## src/rtl/qam16_ber_checker_pkg.sv

```systemverilog
// Shared nibble type, FSM encodings and default delay-line depth for the QAM16 BER checker.
package qam16_ber_checker_pkg;

  localparam int NIB_W       = 4;
  localparam int MAX_DLY_DEF = 8;

  localparam logic [0:0] ST_SEARCH = 1'b0;
  localparam logic [0:0] ST_LOCKED = 1'b1;

  typedef logic [NIB_W-1:0] nibble_t;

endpackage

```

## src/rtl/qam16_ber_checker_ref_delay.sv

```systemverilog
// Reference history shift register with a latency-select read mux; combinational read, shifts on shift_en_i.
// No backpressure: shifts only on symbol strobes.
module qam16_ber_checker_ref_delay
  import qam16_ber_checker_pkg::*;
#(
  parameter int  MAX_DLY = MAX_DLY_DEF,
  localparam int SEL_W   = $clog2(MAX_DLY)
) (
  input  logic             clk,
  input  logic             rst_n,
  input  logic             shift_en_i,
  input  nibble_t          ref_i,
  input  logic [SEL_W-1:0] dly_sel_i,
  output nibble_t          ref_d_o
);

  nibble_t          hist_q [MAX_DLY];
  logic [SEL_W-1:0] rd_idx;

  // hist_q[k] holds the reference from k+1 symbols ago, so a latency of N reads entry N-1.
  assign rd_idx  = dly_sel_i - SEL_W'(1);
  assign ref_d_o = (dly_sel_i == '0) ? ref_i : hist_q[rd_idx];

  always_ff @(posedge clk or negedge rst_n) begin
    if (!rst_n) begin
      for (int k = 0; k < MAX_DLY; k++) hist_q[k] <= '0;
    end else if (shift_en_i) begin
      hist_q[0] <= ref_i;
      for (int k = 1; k < MAX_DLY; k++) hist_q[k] <= hist_q[k-1];
    end
  end

endmodule

```

## config.mk

```make
export PLATFORM = sky130hd
export DESIGN_NAME = qam16_ber_checker_ref_delay
export DESIGN_NICKNAME = d
export VERILOG_FILES = /design/src/rtl/qam16_ber_checker_pkg.sv /design/src/rtl/qam16_ber_checker_ref_delay.sv
export SDC_FILE = /design/constraint.sdc
export NUM_CORES = 1
export LEC_CHECK = 0
export BUFFER_PORTS_ARGS = -buffer_cell sky130_fd_sc_hd__buf_2
export CAP_MARGIN = 20
export CORE_MARGIN = 5
export CORE_UTILIZATION = 51
export CTS_CLUSTER_SIZE = 10
export DETAILED_ROUTE_END_ITERATION = 16
export PLACE_DENSITY = 0.75
export SLEW_MARGIN = 20
export SYNTH_ARGS = -nofsm -noshare
export SYNTH_HDL_FRONTEND = slang
export SYNTH_SLANG_ARGS = --single-unit
```

## constraint.sdc

```tcl
create_clock -name clk -period 1.3 [get_ports clk]
set_input_delay 0 -clock clk [delete_from_list [all_inputs] [get_ports clk]]
set_output_delay 0 -clock clk [all_outputs]
set_load 0.005 [all_outputs]
```

==> results <==
- The number of pins exceeding their max-slew limit in the final report is 0.
- The yosys synthesis warning count is 0.
- The biggest fanout along the worst timing path is 3.
- The clock network power share is 0.182.
- From bottom edge to top edge, the die measures 65.0 um.
- The area growth from synthesis to layout is 21.0%.
- The first global-routing pass estimated 4.98 mm of wire.
- Each instance of the synthesized netlist takes up on average 15.0 um2.
- The ratio of cells with drive above 1 in the final layout is 0.563.
- The final clock skew is 13.0 ps.
- For this design, the sink count on the clock tree is 32.
- In this design, the stage delay of the slowest critical-path cell is 480 ps.
- The share of total power dissipated in combinational logic is 0.312.
- The weighted congestion at the end of routability-driven global placement is 0.779.
- At the pin with the least slew margin, the transition time is 697 ps.
- The area of the multi-input gates is 679 um2.
- The critical path startpoint is hist_q[14].
- Dividing the detail-routed wire length by the instance count gives 15.3 um.
- In the final layout, the registers with the most flip-flops are hist_q x32.
- The maximum count of clock buffers along a single path is 2.
- For this block, the initial DRC count from the detailed router was 57.
- The number of buffer cells added on primary ports is 13.
- Yosys attributes the largest share of cell area to sky130_fd_sc_hd__dfrtp_1 (52%), sky130_fd_sc_hd__mux2_2 (22%), sky130_fd_sc_hd__mux4_1 (14%).
- The sequential cells in the finished layout cover a total of 801 um2.
- The clock transition at the register clock pins on the worst setup and hold paths after CTS is 100 ps.
- The proportion of power drawn by flip-flops and latches is 0.506.
- Summed over all instances, the cell type with the most area after synthesis is sky130_fd_sc_hd__dfrtp_1.
- The DRC violation count after routing is 0.
- The register with the most flip-flops in the final layout is hist_q.
- In the synthesized netlist, the number of instances is 103.
- In the layout the commonest cells are sky130_fd_sc_hd__dfrtp_1 (32), sky130_fd_sc_hd__mux2_2 (30), sky130_fd_sc_hd__buf_4 (21), sky130_fd_sc_hd__buf_2 (13), sky130_fd_sc_hd__mux4_2 (8).
- In this run the count of I/O pins placed on the die edge is 14.
- The area of the placeable core is 2980 um2.
- The number of flip-flops in the largest register is 32.
- The worst setup path category is reg -> out.
- The number of optimization iterations in the first detailed-route pass is 4.
- The number of levels in the clock H-tree is 2.
- The library cell used most frequently in the layout, excluding fill and tap cells, is sky130_fd_sc_hd__dfrtp_1.
- The post-placement worst setup slack is 3.09 ps.
- On the critical path, the stage with the largest delay is an instance of sky130_fd_sc_hd__mux4_2.
- Data on the critical path is required at its endpoint by 1300 ps.
- The tool flagged a number of max-cap violations equal to 0.
- The kind of end point of the critical path is an output port.
- The floorplan has 20 rows.
- For the worst setup path, the data arrival time is 1520 ps.
- The number of different library cells used by synthesis comes to 16.
- The sum of buffers and inverters on the critical path is 1.
- The critical path capture point is ref_d_o[2].
- The number of diodes added for antenna fixing is 0.
- Setup violations remaining at the end of the flow were counted as 4.
- From left edge to right edge, the die measures 65.0 um.
- The share of the yosys chip area belonging to registers is 0.519.
- The number of clock buffers added by TritonCTS is 5.
- Setup repair after global routing could not meet its margin everywhere.
- CTS placed an instance of sky130_fd_sc_hd__clkbuf_4 at the clock tree root.
- Synthesis inferred 32 register bits.
- The startpoint identified for the worst register-to-register timing path is hist_q[15].
- The worst reg-to-reg path cell count is 3.
- The placed wire-length estimate is 1.71 mm.
- The clock network latency to the later pin of the worst-skew pair is 330 ps.
- In this run the critical register-to-register path is captured at hist_q[11].
- The TritonCTS clock tree is built.
- The path length in cells of the critical path is 4.
- The final layout net count is 156.
- After synthesis the cells add up to 1540 um2.
- Of the post-synthesis cell area, the dominant cell type holds 0.519.
- Walking the worst path, the cells encountered are mux4_2 > o21ai_1 > nand3_1 > buf_2.
- The total grt overflow is 0.
- For this configuration, the core starts out at a cell density of 0.518.
- The run finished, with violations left.
- The path class of the tightest hold or removal check is in -> reg.
- The number of antenna violations at the first check in global routing came to 0.
- The leakage component of the power is 0.836 nW.
- The kind of cell adding the most delay to the critical path is multiplexers.
- The synthesized netlist net count is 115.
- The via count of the first global-routing pass was 1,062.
- The worst pin sits at a relative slew slack of 0.535.
- Subtracting the final worst setup slack from the clock period gives 1520 ps.
- The register-to-register path setup slack is 220 ps.
- The global-route usage over all layers is 0.157.
- Dividing the detail-routed via count by the number of cells gives 5.45.
- The routed layout has 964 vias.
- The final-layout setup total negative slack is -834 ps.
- Entering global routing, the biggest net connects 33 pins.
- The switching power total is 752 uW.
- The worst setup path is launched from a flip-flop.
- The layout has 239 filler cells.
- The power density over cell area is 1500 nW/um2.
- The count of nets left with antenna violations after detail routing is 0.
- The final reports fail on setup timing.
- Summed over all layers, the routed wires come to 2.71 mm.
- The internal portion of the total power is 2.06 mW.
- The switching power as a share of total power is 0.268.
- The highest achievable clock rate is 657 MHz.
- The die covers 4230 um2.
- In the finished design, the share of the clock period the worst path needs comes to 1.17.
- The number of endpoints with negative hold slack in the final report is 0.
- The worst voltage drop across the vdd grid is 0.000477 V.
- Setup slack on the critical path of the routed design comes to -221 ps.
worst min-delay path by stage:
stage / startpoint / end / depth (start not counted)
final: shift_en_i / hist_q[24] / 3
after global routing: shift_en_i / hist_q[27] / 3
after CTS: shift_en_i / hist_q[24] / 3
after detailed placement: rst_n / hist_q[7] / 1
after global placement: rst_n / hist_q[9] / 1
after floorplan: rst_n / hist_q[0] / 0
metrics by stage:
| stage | instance area, um2 | std cells | hold slack (ps) | power (mW) | utilization |
|---|---|---|---|---|---|
| 2_1_floorplan | 1540 | 103 | -296 | 1.84 | - |
| 3_3_place_gp | 1640 | 145 | 64.0 | 2.00 | 0.552 |
| 3_5_place_dp | 1640 | 145 | 84.3 | 2.04 | 0.552 |
| 4_1_cts | 1850 | 174 | 159 | 2.79 | 0.620 |
| 5_1_grt | 1870 | 177 | 157 | 3.02 | 0.627 |
| 6_report | 1870 | 177 | 174 | 2.81 | 0.627 |
power by group through the flow:
stage | sequential (mW) | combinational (mW) | clock, mW
after floorplan | 1.38 | 0.460 | 0
after global placement | 1.44 | 0.564 | 0
after detailed placement | 1.45 | 0.590 | 0
after CTS | 1.41 | 0.843 | 0.534
after global routing | 1.46 | 0.968 | 0.597
final | 1.42 | 0.876 | 0.512
kinds of logic (layout without fill, tap and decap cells):
family / count (synthesis) / after routing / synth area share
flip-flops: 32 / 32 / 0.519
buffers and inverters: 8 / 49 / 0.0267
AND/OR/NAND/NOR: 13 / 13 / 0.0429
adder cells (fa/ha/maj): 2 / 2 / 0.0162
AO/OA/AOI/OAI: 8 / 8 / 0.0259
multiplexers: 40 / 40 / 0.370
timing repair:
action / 4_1_cts / 5_1_grt
hold buffers: 5 / 0
endpoints found under the setup margin: 4 / 4
pin swaps: 2 / 2
buffers inserted: 17 / 3
resized for setup: 12 / 4
endpoints found under the hold margin: 36 / 0
routing by layer:
layer	global-route usage	vias up	wire [um]
met2	0.244	19	1240
met5	0	-	0
li1	-	462	-
met4	0.0544	0	38
met3	0.0537	5	118
met1	0.204	478	1320
synth_stat cells:
master	instances
sky130_fd_sc_hd__o21ai_0	8
sky130_fd_sc_hd__nand3_1	4
sky130_fd_sc_hd__ha_1	2
sky130_fd_sc_hd__mux4_1	8
sky130_fd_sc_hd__inv_1	2
sky130_fd_sc_hd__nand2_1	4
sky130_fd_sc_hd__clkbuf_1	2
sky130_fd_sc_hd__nor2b_1	2
sky130_fd_sc_hd__dfrtp_1	32
sky130_fd_sc_hd__and2_1	1
sky130_fd_sc_hd__buf_2	3
sky130_fd_sc_hd__buf_6	1
sky130_fd_sc_hd__mux2_1	2
sky130_fd_sc_hd__mux2_2	30
sky130_fd_sc_hd__nor3b_1	1
sky130_fd_sc_hd__nor3_1	1
worst register-to-register path, stage by stage (launching register included):
cell and delay (ps):
sky130_fd_sc_hd__dfrtp_1 410, sky130_fd_sc_hd__buf_4 140, sky130_fd_sc_hd__buf_4 120, sky130_fd_sc_hd__mux2_1 290
final cells by class:
cell class | instances | area share
inverters | 2 | 0.00402
multi-input cells | 63 | 0.364
well taps | 33 | 0.0221
clock inverters | 1 | 0.00268
flip-flops and latches | 32 | 0.429
clock buffers | 6 | 0.0221
repair buffers | 40 | 0.157
(Power assumes the default switching activity.)
